## src/rtl/pwm_gen_pkg.sv

```systemverilog
// -----------------------------------------------------------------------------
// pwm_gen_pkg
// Shared definitions for the PWM generator: controller state encoding, the
// default period constant and the duty clamp helper.
// -----------------------------------------------------------------------------
package pwm_gen_pkg;

    typedef enum logic [1:0] {
        ST_IDLE = 2'd0,
        ST_RUN  = 2'd1,
        ST_STOP = 2'd2
    } pwm_state_t;

    // 1 ms period at a 50 MHz system clock
    localparam logic [15:0] PWM_PERIOD_DEFAULT = 16'd50000;

    // Limit a requested duty to the period length
    function automatic logic [15:0] clamp_duty(input logic [15:0] d,
                                               input logic [15:0] p);
        return (d > p) ? p : d;
    endfunction

endpackage

```

## src/rtl/pwm_gen_period_cnt.sv

```systemverilog
// -----------------------------------------------------------------------------
// pwm_period_cnt
// Wrapping period counter for the PWM generator. Counts 0..PERIOD-1 while
// enabled and is held at zero while disabled.
//
// Ports
//   clk     : system clock, rising edge
//   rst     : asynchronous active-low reset
//   i_en    : count enable
//   o_cnt   : current count value
//   o_wrap  : high in the cycle where the counter sits at PERIOD-1 while
//             enabled, i.e. the next edge wraps it to zero
// -----------------------------------------------------------------------------
module pwm_period_cnt
    import pwm_gen_pkg::*;
#(
    parameter logic [15:0] PERIOD = PWM_PERIOD_DEFAULT
)(
    input  logic        clk,
    input  logic        rst,
    input  logic        i_en,
    output logic [15:0] o_cnt,
    output logic        o_wrap
);

    logic [15:0] r_cnt;
    logic        w_last;

    assign w_last = (r_cnt == PERIOD - 16'd1);
    assign o_wrap = i_en && w_last;
    assign o_cnt  = r_cnt;

    always_ff @(posedge clk or negedge rst) begin
        if (!rst) begin
            r_cnt <= 16'd0;
        end else if (!i_en || w_last) begin
            r_cnt <= 16'd0;
        end else begin
            r_cnt <= r_cnt + 16'd1;
        end
    end

endmodule

```

## src/rtl/pwm_gen.sv

```systemverilog
// -----------------------------------------------------------------------------
// pwm_gen
// Single-channel PWM generator. A three-state controller (IDLE/RUN/STOP)
// drives a wrapping period counter; the duty request is latched only at
// period boundaries so mid-period changes never glitch the waveform.
//
// Parameters
//   PERIOD      : clocks per PWM period
//   ACTIVE_HIGH : 1 = pwm active high, 0 = pwm active low
//
// Ports
//   clk          : system clock, rising edge
//   rst          : asynchronous active-low reset
//   en           : run request
//   duty         : requested active time in clocks (0..PERIOD)
//   pwm          : registered PWM waveform
//   period_end   : one-clock pulse after each period wrap
//   duty_clamped : the duty in use was clamped to PERIOD
//   busy         : controller is not idle
// -----------------------------------------------------------------------------
module pwm_gen
    import pwm_gen_pkg::*;
#(
    parameter logic [15:0] PERIOD      = PWM_PERIOD_DEFAULT,
    parameter bit          ACTIVE_HIGH = 1'b1
)(
    input  logic        clk,
    input  logic        rst,
    input  logic        en,
    input  logic [15:0] duty,
    output logic        pwm,
    output logic        period_end,
    output logic        duty_clamped,
    output logic        busy
);

    localparam logic PWM_OFF = ACTIVE_HIGH ? 1'b0 : 1'b1;

    pwm_state_t  r_state;
    logic [15:0] r_duty_q;
    logic        r_duty_clamped;
    logic        r_busy;
    logic        r_pwm;
    logic        r_period_end;

    logic [15:0] w_cnt;
    logic        w_wrap;
    logic        w_cnt_en;
    logic        w_pwm_act;
    logic [15:0] w_duty_load;
    logic        w_duty_over;

    // The counter only runs outside IDLE, so it is already zero on entry to RUN
    assign w_cnt_en = (r_state != ST_IDLE);

    pwm_period_cnt #(
        .PERIOD (PERIOD)
    ) u_period_cnt (
        .clk    (clk),
        .rst    (rst),
        .i_en   (w_cnt_en),
        .o_cnt  (w_cnt),
        .o_wrap (w_wrap)
    );

    assign w_duty_over = (duty > PERIOD);
    assign w_duty_load = clamp_duty(duty, PERIOD);
    assign w_pwm_act   = w_cnt_en && (w_cnt < r_duty_q);

    // Controller, duty latch and busy flag
    always_ff @(posedge clk or negedge rst) begin
        if (!rst) begin
            r_state        <= ST_IDLE;
            r_duty_q       <= 16'd0;
            r_duty_clamped <= 1'b0;
            r_busy         <= 1'b0;
        end else begin
            case (r_state)
                ST_IDLE: begin
                    if (en) begin
                        r_state        <= ST_RUN;
                        r_busy         <= 1'b1;
                        r_duty_q       <= w_duty_load;
                        r_duty_clamped <= w_duty_over;
                    end
                end
                ST_RUN: begin
                    if (w_wrap) begin
                        r_duty_q       <= w_duty_load;
                        r_duty_clamped <= w_duty_over;
                    end
                    if (!en) begin
                        r_state <= ST_STOP;
                    end
                end
                ST_STOP: begin
                    if (w_wrap) begin
                        r_duty_q       <= w_duty_load;
                        r_duty_clamped <= w_duty_over;
                        if (en) begin
                            r_state <= ST_RUN;
                        end else begin
                            r_state <= ST_IDLE;
                            r_busy  <= 1'b0;
                        end
                    end else if (en) begin
                        // Re-request before the wrap: keep the period running
                        r_state <= ST_RUN;
                    end
                end
                default: begin
                    r_state <= ST_IDLE;
                    r_busy  <= 1'b0;
                end
            endcase
        end
    end

    // Output waveform registers, one clock behind the counter
    always_ff @(posedge clk or negedge rst) begin
        if (!rst) begin
            r_pwm        <= PWM_OFF;
            r_period_end <= 1'b0;
        end else begin
            r_pwm        <= w_pwm_act ? ~PWM_OFF : PWM_OFF;
            r_period_end <= w_wrap;
        end
    end

    assign pwm          = r_pwm;
    assign period_end   = r_period_end;
    assign duty_clamped = r_duty_clamped;
    assign busy         = r_busy;

endmodule

```

## config.mk

```make
export PLATFORM = sky130hd
export DESIGN_NAME = pwm_gen
export DESIGN_NICKNAME = d
export VERILOG_FILES = /design/src/rtl/pwm_gen_pkg.sv /design/src/rtl/pwm_gen_period_cnt.sv /design/src/rtl/pwm_gen.sv
export SDC_FILE = /design/constraint.sdc
export NUM_CORES = 1
export LEC_CHECK = 0
export BUFFER_PORTS_ARGS = -buffer_cell sky130_fd_sc_hd__buf_2
export CORE_ASPECT_RATIO = 0.7
export CORE_MARGIN = 2
export CORE_UTILIZATION = 59
export CTS_CLUSTER_SIZE = 12
export DETAILED_ROUTE_END_ITERATION = 12
export PLACE_DENSITY = 0.81
export SLEW_MARGIN = 20
export SYNTH_ARGS = -nofsm -noshare
export SYNTH_HDL_FRONTEND = slang
export SYNTH_SLANG_ARGS = --single-unit
export TNS_END_PERCENT = 100
```

## constraint.sdc

```tcl
create_clock -name clk -period 2.4 [get_ports clk]
set_input_delay 0.48 -clock clk [delete_from_list [all_inputs] [get_ports clk]]
set_output_delay 0.48 -clock clk [all_outputs]
set_load 0.02 [all_outputs]
```

* Word-level counts from Yosys, hierarchy flattened
Index checks and enable logic that the tools add are counted.
** Storage, ports and cells
- Word-level logic and storage cells :: 47
- Flip-flop bits (word level) :: 38
- Output and inout port bits :: 4
- Input port bits :: 19
** Cells by class
- Bitwise gates (word level) :: 1
- Magnitude comparators :: 2
- $add $sub $neg :: 1
- Multiplexer cells :: 18
- Eq/ne operators :: 8
- Reduce and logical (&&, ||, !) cells :: 10
** Operators by type and width (number)
- 2-to-1 mux 16 bit :: 4
- case mux 16 bit (2 select lines) :: 1
- adder 16 x 1 -> 16 bit (second input constant) :: 1
- == test 16 bit (second input constant) :: 1
- > comparator 16 bit (second input constant) :: 1
- less-than comparator 16 bit :: 1
- != test 2 bit (second input constant) :: 4
- 2-to-1 mux 1 bit :: 7
- 2-to-1 mux 2 bit :: 3
- case mux 2 bit (3 select lines) :: 1
- AND reduction 4 bit :: 1
- nonzero test 2 bit :: 2
- case mux 1 bit (3 select lines) :: 1
- AND reduction 3 bit :: 1
- == test 2 x 1 -> 1 bit (second input constant) :: 1
- == test 2 bit (second input constant) :: 1
- logical AND 1 bit :: 2
- zero test 2 bit :: 1
- != test 2 x 1 -> 1 bit (second input constant) :: 1
- case mux 1 bit (2 select lines) :: 1
- OR reduction 2 bit :: 1
- zero test 1 bit :: 1
- logical OR 1 bit :: 1
- NOT 1 bit :: 1

* Logic depth before layout (Yosys ltp)
Gate-level depths: netlist (run 1).
- Depth in word-level cells :: 4
- Depth in mapped cells :: 7
- Mapped depth without buffers :: 6

* Modules after synthesis
Synthesis (run 1) repeated with hierarchy kept, for this count alone.
** Second synthesis, totals
- Cell total of the unflattened synthesis :: 223
- Area total of the unflattened synthesis :: 2184.6 um^2
** By module, submodules not included
- pwm_gen :: times used 1, area an instance 1372.6 um^2, cells each 141, seq. area each 550.5 um^2
- pwm_period_cnt :: times used 1, area an instance 812.0 um^2, cells each 82, seq. area each 400.4 um^2

* Least setup slack after synthesis (run 1)
No wires, ideal clock.
- Path kind :: register to register
- From :: register r_state[0]
- To :: register r_duty_clamped (netlist: duty_clamped)
- Clock period less this slack :: 1.889 ns
- Cell stages (with the launch flop) :: 7
- Library setup time :: 0.125 ns
- Buffers on the path :: 0
- Arrival :: 1.765 ns
- Path slack :: 0.511 ns
- Required time :: 2.275 ns
- Cell sequence :: dfrtp_1 > inv_1 > ha_1 > and4b_1 > nand4_2 > a21oi_4 > mux2_2
** On the way
- Word-level cells in the longest chain between the ends :: 4
- Elaborated cells on any way between the ends :: 11
- Classes of those cells :: eq/ne (4); mux (1); reduce/logical (6)
** Ends and longest elaborated chain
- from (decl) :: line pwm_gen.sv:39 : pwm_state_t r_state;
- from (signal assigned) :: line pwm_gen.sv:73 : r_state <= ST_IDLE;
- from (signal assigned) :: line pwm_gen.sv:81 : r_state <= ST_RUN;
- from (signal assigned) :: line pwm_gen.sv:93 : r_state <= ST_STOP;
- == test 2 bit (tied with other cells) :: line pwm_gen.sv:78 : case (r_state)
- OR reduction 2 bit (no source line) / logical AND 1 bit (equally long branches)
- != test 2 x 1 -> 1 bit (no source line) / nonzero test 2 bit (equally long branches)
- AND reduction 3 bit (no source line)
- to (signal assigned) :: line pwm_gen.sv:84 : r_duty_clamped <= w_duty_over;
- to (signal assigned) :: line pwm_gen.sv:90 : r_duty_clamped <= w_duty_over;
- to (signal assigned) :: line pwm_gen.sv:99 : r_duty_clamped <= w_duty_over;
- to (decl) :: line pwm_gen.sv:41 : logic r_duty_clamped;
Several ways; a longest one is shown, not always the timed one.
A chain may end at the register's enable or synchronous reset.

* Final worst setup path (run 1)
- From :: register r_state[1]
- To :: register r_duty_q[13]
** On the way
- Word-level cells in the longest chain between the ends :: 4
- Elaborated cells on any way between the ends :: 11
- Classes of those cells :: eq/ne (4); mux (1); reduce/logical (6)
** Ends and longest elaborated chain
- == test 2 bit (tied with other cells) :: line pwm_gen.sv:78
- OR reduction 2 bit (no source line) / logical AND 1 bit (equally long branches)
- != test 2 x 1 -> 1 bit (no source line) / nonzero test 2 bit (equally long branches)
- AND reduction 3 bit (no source line)
- to (signal assigned) :: line pwm_gen.sv:83 : r_duty_q <= w_duty_load;
- to (signal assigned) :: line pwm_gen.sv:89 : r_duty_q <= w_duty_load;
- to (signal assigned) :: line pwm_gen.sv:98 : r_duty_q <= w_duty_load;
- to (decl) :: line pwm_gen.sv:40 : logic [15:0] r_duty_q;
Several ways; a longest one is shown, not always the timed one.

==> results.sh, run 1 <==
export IMPL_io_pins=23
export IMPL_hpwl_mm=3.46
export IMPL_cp_num_buf_inv=2
export IMPL_diodes=0
export IMPL_arrival_ns=2.35
export IMPL_via_per_inst=5.59
export IMPL_syn_inst=225
export IMPL_crit_fanout=8
export IMPL_ir_worst_vdd_v=0.000617
export IMPL_rsz0062_at_grt="false"
export IMPL_drtAntennaViolNets=0
export IMPL_fin_nets=293
export IMPL_die_x_um=78.3
export IMPL_clock_tree_root_cell="clkbuf_8"
export IMPL_area_growth_pct=11.3
export IMPL_r2r_end="r_duty_q[13]$_DFFE_PN0P_"
export IMPL_coreArea_mm2=0.00360
export IMPL_critPathMaxStageDelay_ns=0.42
export IMPL_multi_input_area_mm2=0.00120
export IMPL_synth_edf_count=0
export IMPL_power_leakage_uw=0.00127
export IMPL_drive_above_1_share_pct=16.1
export IMPL_first_pass_iters=4
export IMPL_finalCritPeriodShare_pct=88.9
export IMPL_holdBufCountCts=0
export IMPL_clockBufferDepth=2
export IMPL_grt_overflow=0
export IMPL_wirelength_mm=4.53
export IMPL_maxSlewViolCount=0
export IMPL_maxSlewHeadroom_pct=44.3
export IMPL_final_min_clock_period_ns=2.13
export IMPL_maxCapViolations=0
export IMPL_synth_area_per_cell_um2=10.1
export IMPL_finalSetupTns_ns=0
export IMPL_finalPower_uw=2440
export IMPL_ys_flop_type="dfrtp_1"
export IMPL_final_area_mm2=0.00254
export IMPL_min_path_type="input port to asynchronous set/reset pin"
export IMPL_die_area_mm2=0.00438
export IMPL_crit_slowest_cell="dfrtp_1"
export IMPL_ctsHtreeMaxLevel=2
export IMPL_grt_max_degree=39
export IMPL_clkLatencyLatePin_ns=0.30
export IMPL_port_buffer_count=22
export IMPL_drc=0
export IMPL_synth_nets=264
export IMPL_yosys_warnings=0
export IMPL_holdWs_ns=0.282
export IMPL_cts_resized=0
export IMPL_cts_made_buffers=5
export IMPL_cp_end_kind="register"
export IMPL_rrSetupSlack_ns=0.27
export IMPL_ys_ff_latch=38
export IMPL_cts_tree="built"
export IMPL_vias=1705
export IMPL_syn_cell_area_mm2=0.00228
export IMPL_num_rows=18
export IMPL_hold_viol_final=0
export IMPL_cp_top_family="simple AND/OR/NAND/NOR gates"
export IMPL_start_util_pct=63.3
export IMPL_required_ns=2.62
export IMPL_grt_pass1_wl_mm=7.89
export IMPL_ys_types=43
export IMPL_dieHeight_um=56.0
export IMPL_first_iter_violations=110
export IMPL_track_usage_pct=23.5
export IMPL_clk_pin_slew_ns=0.07
export IMPL_wl_per_cell_um=14.9
export IMPL_path_cells="inv_1 -> ha_1 -> and4b_1 -> nand4_2 -> a21oi_4 -> buf_4 -> mux2i_1"
export IMPL_start_kind="register"
export IMPL_worstReg2RegStart="r_state[1]$_DFFE_PN0P_"
export IMPL_clock_skew_ns=0.00926
export IMPL_power_density_mw_per_mm2=960
export IMPL_tightest_slew_ns=0.835
export IMPL_fillers=277
export IMPL_rr_worst_depth=7
export IMPL_setup_viol=0
export IMPL_grt_pass1_vias=1647
export IMPL_place_gp_congestion=0.828
export IMPL_cts_setup_buffers=0
export IMPL_regArea_um2=951
export IMPL_async_flop_share_pct=100
export IMPL_yosysSeqAreaShare_pct=41.7
export IMPL_dpl_cell_area_mm2=0.00244
export IMPL_fmax_ghz=0.469
export IMPL_cts_sinks=38
export IMPL_worstSetupPathType="register to register"
export IMPL_antenna_found_initial=0
export IMPL_status="complete, no violations"
==> cell usage after synthesis, types with 3 or more instances <==
master	n	area [um^2]
dfrtp_1	38	951
inv_1	24	90.1
nor2_1	24	90.1
ha_1	20	250
a21oi_1	13	65.1
mux2i_1	12	120
nand2_1	12	45.0
nand4_1	11	68.8
o21ai_0	8	40.0
xor2_1	6	52.6
xnor2_1	5	43.8
a211o_1	3	26.3
and3_1	3	18.8
buf_6	3	33.8
nand3_1	3	15.0
o21a_1	3	22.5
==> flip-flops by register name, summed over array words and instances (netlist names) <==
register,flops
r_state,2
pwm,1
period_end,1
u_period_cnt.o_cnt,16
r_duty_q,16
busy,1
duty_clamped,1
==> how the worst max path moves through the flow <==
stage	startpoint	cells past startpoint	slack, ns	endpoint
3_5_place_dp	r_state[1]$_DFFE_PN0P_	7	0.28	r_duty_q[13]$_DFFE_PN0P_
3_3_place_gp	r_state[0]$_DFFE_PN0P_	7	0.39	r_duty_q[13]$_DFFE_PN0P_
5_1_grt	r_state[0]$_DFFE_PN0P_	7	0.10	r_duty_q[12]$_DFFE_PN0P_
4_1_cts	r_state[1]$_DFFE_PN0P_	7	0.27	r_duty_q[13]$_DFFE_PN0P_
2_1_floorplan	r_state[0]$_DFFE_PN0P_	6	0.51	duty_clamped$_DFFE_PN0P_
6_report	r_state[1]$_DFFE_PN0P_	7	0.27	r_duty_q[13]$_DFFE_PN0P_
==> metrics by stage <==
| step | cells | util, % | worst slack (ns) |
|---|---|---|---|
| after floorplan | 225 | - | 0.511 |
| after global placement | 297 | 67.8 | 0.394 |
| after detailed placement | 297 | 67.8 | 0.278 |
| after CTS | 305 | 70.4 | 0.267 |
| after global routing | 305 | 70.4 | 0.103 |
| final | 305 | 70.4 | 0.266 |
==> metal layers <==
layer  vias up  wire length [um]  track usage, %
met4         0                65            7.52
met3         7               122            4.87
met1       812              2340            34.2
met2        27              2000            35.1
met5         -                 0               0
li1        859                 -               -
==> logic make-up after synthesis <==
logic type                 after synthesis  share of synthesized area [%]
AOI/OAI and AO/OA                       42                           12.5
xor gates and xnor gates                11                           4.23
adders and majority gates               20                           11.0
buffers and inverters                   28                           5.60
DFF                                     38                           41.7
muxes                                   15                           6.75
and+or+nand+nor                         71                           18.3
==> layout make-up <==
cell class              count  share of cell area (%)
clock inverters             1                   0.197
flip-flops and latches     38                    37.5
inverters                  24                    3.55
multi-input cells         159                    47.4
well taps                  50                    2.47
repair buffers             26                    5.53
clock buffers               7                    3.40
==> power breakdown <==
part           leakage [uW]  switching [uW]  total, uW  internal [uW]
combinational      0.000738             586       1050            462
clock             0.0000482             227        459            232
sequential         0.000487            95.7        929            833
total               0.00127             909       2440           1530
==> placed cells by master (no fill, tap or decap), drive strengths merged, types with 3 or more instances in the layout <==
cell type,n
mux2,3
nand3,4
and3,4
a211o,3
dfrtp,38
inv,24
xnor2,5
o21a,3
nand4,12
clkbuf,7
ha,20
a21oi,14
mux2i,12
buf,26
xor2,6
o21ai,8
nor2,24
nand2,12
Note: power is estimated with default switching activity, not from simulation.
==> run 2, diff against run 1 <==
- CORE_UTILIZATION: 59 -> 63
- PLACE_DENSITY: 0.81 -> 0.85
- clock period: 2.4 -> 2.68 ns (I/O delays scaled with it)
==> results.sh, run 2 (same netlist as run 1, synthesis figures left out) <==
export IMPL_fin_nets=291
export IMPL_cts_resized=0
export IMPL_cp_num_buf_inv=2
export IMPL_fin_cells=303
export IMPL_cp_end_kind="register"
export IMPL_setup_viol=0
export IMPL_clockBufferDepth=2
export IMPL_arrival_ns=2.34
export IMPL_cp_depth=7
export IMPL_coreArea_mm2=0.00349
export IMPL_placed_cells=295
export IMPL_required_ns=2.89
export IMPL_final_common_cell="dfrtp_1"
export IMPL_min_path_type="input port to asynchronous set/reset pin"
export IMPL_die_area_mm2=0.00412
export IMPL_cts_setup_buffers=0
export IMPL_track_usage_pct=25.0
export IMPL_diodes=0
export IMPL_drc=0
export IMPL_critPathMaxStageDelay_ns=0.40
export IMPL_finalCritPeriodShare_pct=79.6
export IMPL_start_kind="register"
export IMPL_cts_tree="built"
export IMPL_rsz0062_at_grt="false"
export IMPL_clkLatencyLatePin_ns=0.29
export IMPL_power_leakage_uw=0.00126
export IMPL_via_per_inst=5.79
export IMPL_wirelength_mm=4.52
export IMPL_crit_slowest_cell="dfrtp_1"
export IMPL_grt_pass1_wl_mm=7.99
export IMPL_power_density_mw_per_mm2=866
export IMPL_layout_common_cells="dfrtp_1, inv_1, nor2_1"
export IMPL_area_growth_pct=10.6
export IMPL_hpwl_mm=3.47
export IMPL_worstReg2RegStart="r_state[0]$_DFFE_PN0P_"
export IMPL_grt_pass1_vias=1766
export IMPL_r2r_end="r_duty_q[11]$_DFFE_PN0P_"
export IMPL_dieHeight_um=54.3
export IMPL_port_buffer_count=22
export IMPL_hold_viol_final=0
export IMPL_tightest_slew_ns=0.838
export IMPL_holdWs_ns=0.347
export IMPL_clock_tree_root_cell="clkbuf_8"
export IMPL_grt_max_degree=39
export IMPL_ctsHtreeMaxLevel=2
export IMPL_final_min_clock_period_ns=2.13
export IMPL_drive_above_1_share_pct=15.4
export IMPL_crit_fanout=8
export IMPL_fmax_ghz=0.469
export IMPL_cts_sinks=38
export IMPL_grt_overflow=0
export IMPL_antenna_found_initial=0
export IMPL_final_util_pct=72.2
export IMPL_rr_worst_depth=7
export IMPL_clock_skew_ns=0.00863
export IMPL_clk_pin_slew_ns=0.08
export IMPL_wl_per_cell_um=14.9
export IMPL_maxSlewViolCount=0
export IMPL_status="complete, no violations"
export IMPL_maxCapViolations=0
export IMPL_cts_made_buffers=5
export IMPL_num_rows=18
export IMPL_maxSlewHeadroom_pct=44.1
export IMPL_finalSetupTns_ns=0
export IMPL_place_gp_congestion=0.835
export IMPL_path_cells="inv_1 -> ha_1 -> and4b_1 -> nand4_2 -> a21oi_4 -> buf_4 -> mux2i_1"
export IMPL_vias=1754
export IMPL_first_iter_violations=176
export IMPL_rrSetupSlack_ns=0.55
export IMPL_die_x_um=75.9
export IMPL_holdBufCountCts=0
export IMPL_start_util_pct=65.3
export IMPL_drtAntennaViolNets=0
export IMPL_ir_worst_vdd_v=0.000574
export IMPL_first_pass_iters=4
export IMPL_cp_top_family="simple AND/OR/NAND/NOR gates"
export IMPL_worstSetupPathType="register to register"
export IMPL_io_pins=23
run 2: changes by cell type in the layout (fill, tap and decap cells not counted), sizes merged:
cell	before	now
buf	26	24
run 2: power breakdown:
group | total, uW | internal [uW] | switching, uW
clock | 402 | 208 | 194
combinational | 948 | 415 | 534
sequential | 834 | 746 | 87.4
total | 2180 | 1370 | 815
run 2: worst max-delay path by stage:
stage	start	to	slack, ns
2_1_floorplan	r_state[0]$_DFFE_PN0P_	duty_clamped$_DFFE_PN0P_	0.79
6_report	r_state[0]$_DFFE_PN0P_	r_duty_q[11]$_DFFE_PN0P_	0.55
3_3_place_gp	r_state[0]$_DFFE_PN0P_	r_duty_q[2]$_DFFE_PN0P_	0.67
5_1_grt	r_state[0]$_DFFE_PN0P_	r_duty_q[10]$_DFFE_PN0P_	0.40
3_5_place_dp	r_state[0]$_DFFE_PN0P_	r_duty_q[8]$_DFFE_PN0P_	0.57
4_1_cts	r_state[0]$_DFFE_PN0P_	r_duty_q[2]$_DFFE_PN0P_	0.56
run 2: final cells by class:
type	count	area, um^2
Timing Repair Buffer	24	125
Inverter	24	90.1
Clock inverter	1	5.00
Fill cell	273	970
Clock buffer	7	86.3
Multi-Input combinational cell	159	1200
Sequential cell	38	951
Tap cell	50	62.6
run 2: per-layer routing:
layer	vias up	track usage (%)	wire length [um]	part of all wire, %
li1	855	-	-	-
met1	855	31.6	2180	48
met2	35	44.9	2090	46
met3	9	5.28	188	4.2
met4	0	7.27	55	1.2
met5	-	0	0	0
run 2: stage by stage:
step | setup WS [ns] | area (um^2) | total power (uW)
finish | 0.546 | 2520 | 2180
global route | 0.404 | 2520 | 2360
CTS | 0.559 | 2520 | 2200
detailed placement | 0.572 | 2430 | 1790
global placement | 0.666 | 2430 | 1740
floorplan | 0.791 | 2280 | 1550
==> run 3, diff against run 2 <==
- CORE_UTILIZATION: 63 -> 59
- PLACE_DENSITY: 0.85 -> 0.81
- clock period: 2.68 -> 2.2 ns (I/O delays scaled with it)
==> results.sh, run 3 (same netlist as run 1, synthesis figures left out) <==
export IMPL_setup_viol=0
export IMPL_first_iter_violations=89
export IMPL_pwr_share_comb_pct=44.1
export IMPL_crit_fanout=9
export IMPL_rrSetupSlack_ns=0.19
export IMPL_cts_setup_buffers=0
export IMPL_drive_above_1_share_pct=17.7
export IMPL_vias=1756
export IMPL_start_kind="register"
export IMPL_dieHeight_um=56.0
export IMPL_arrival_ns=2.23
export IMPL_cp_end_kind="register"
export IMPL_die_area_mm2=0.00438
export IMPL_maxSlewViolCount=0
export IMPL_cts_made_buffers=5
export IMPL_ir_worst_vdd_v=0.000808
export IMPL_pwr_share_clk_pct=18.3
export IMPL_fillers=288
export IMPL_drtAntennaViolNets=0
export IMPL_rsz0062_at_grt="false"
export IMPL_power_density_mw_per_mm2=1050
export IMPL_num_rows=18
export IMPL_fmax_ghz=0.496
export IMPL_worst_slack_ns=0.185
export IMPL_port_buffer_count=22
export IMPL_finalCritPeriodShare_pct=91.6
export IMPL_fin_nets=298
export IMPL_power_leakage_uw=0.00130
export IMPL_clockBufferDepth=2
export IMPL_grt_pass1_vias=1689
export IMPL_start_util_pct=63.3
export IMPL_first_pass_iters=4
export IMPL_status="complete, no violations"
export IMPL_grt_pass1_wl_mm=7.98
export IMPL_grt_max_degree=17
export IMPL_tightest_slew_ns=0.454
export IMPL_holdBufCountCts=0
export IMPL_cts_resized=0
export IMPL_clock_tree_root_cell="clkbuf_8"
export IMPL_place_gp_congestion=0.870
export IMPL_p_sw_share_pct=37.3
export IMPL_power_frac_seq_pct=37.6
export IMPL_wirelength_mm=4.72
export IMPL_diodes=0
export IMPL_clkLatencyLatePin_ns=0.29
export IMPL_worstSetupPathType="register to register"
export IMPL_switchingPower_uw=1000
export IMPL_final_common_cell="dfrtp_1"
export IMPL_maxSlewHeadroom_pct=68.9
export IMPL_drc=0
export IMPL_clk_pin_slew_ns=0.07
export IMPL_hold_viol_final=0
export IMPL_antenna_found_initial=0
export IMPL_hpwl_mm=3.66
export IMPL_maxCapViolations=0
export IMPL_final_min_clock_period_ns=2.01
export IMPL_track_usage_pct=23.8
export IMPL_grt_overflow=0
export IMPL_via_per_inst=5.66
export IMPL_ctsHtreeMaxLevel=2
export IMPL_cts_tree="built"
export IMPL_min_path_type="input port to asynchronous set/reset pin"
export IMPL_cts_sinks=38
export IMPL_io_pins=23
export IMPL_finalSetupTns_ns=0
export IMPL_clock_skew_ns=0.00571
export IMPL_required_ns=2.41
export IMPL_layout_common_cells="dfrtp_1, inv_1, nor2_1"
export IMPL_coreArea_mm2=0.00360
export IMPL_area_growth_pct=12.9
export IMPL_die_x_um=78.3
export IMPL_power_internal_uw=1690
export IMPL_wl_per_cell_um=15.2
export IMPL_pre_cts_slack_ns=0.183
==> run 3: stage by stage <==
step	hold WS (ns)	power [uW]	util, %	cells	area (um^2)
3_3_place_gp	0.319	2160	68.9	302	2480
2_1_floorplan	0.144	1890	-	225	2280
3_5_place_dp	0.321	2210	68.9	302	2480
4_1_cts	0.00265	2710	71.4	310	2570
5_1_grt	0.0163	2910	71.4	310	2570
6_report	0.00763	2690	71.4	310	2570
==> run 3: power groups by stage <==
stage	combinational (uW)	clock, uW	sequential [uW]
6_report	1190	492	1010
4_1_cts	1190	503	1010
2_1_floorplan	853	0	1030
3_3_place_gp	1140	0	1020
5_1_grt	1340	531	1030
3_5_place_dp	1180	0	1030
==> run 3: final timing paths <==
path / start / end / depth (start not counted)
worst min-delay path: rst / r_duty_q[3]$_DFFE_PN0P_ / 1
worst max register to register: r_state[0]$_DFFE_PN0P_ / r_duty_q[8]$_DFFE_PN0P_ / 7
worst max-delay path: r_state[0]$_DFFE_PN0P_ / r_duty_q[8]$_DFFE_PN0P_ / 7
min in group clk: duty[15] / r_duty_q[15]$_DFFE_PN0P_ / 2
max in group asynchronous: rst / u_period_cnt.o_cnt[15]$_DFF_PN0_ / 2
worst min register to register: r_duty_q[15]$_DFFE_PN0P_ / r_duty_q[15]$_DFFE_PN0P_ / 1
==> run 3: per-layer routing <==
| layer | up-vias | track usage, % | share of wire, % |
|---|---|---|---|
| li1 | 868 | - | - |
| met1 | 851 | 32.6 | 49 |
| met2 | 28 | 36.8 | 46 |
| met3 | 9 | 4.87 | 3.7 |
| met4 | 0 | 10.3 | 1.7 |
| met5 | - | 0 | 0 |
==> run 3: worst max-delay path: stages, from the launching register on <==
cell and delay [ns]:
dfrtp_1 0.40, inv_1 0.09, ha_1 0.21, and4b_1 0.25, nand4_2 0.20, a21oi_4 0.35
buf_4 0.24, mux2i_1 0.20
==> run 3: cell type report <==
cell class                      instances  area, um^2  area share, %
Multi-Input combinational cell        159        1200           46.7
Clock buffer                            7        86.3           3.35
Clock inverter                          1        5.00          0.194
Sequential cell                        38         951           36.9
Inverter                               24        90.1           3.50
Timing Repair Buffer                   31         178           6.90
Tap cell                               50        62.6           2.43
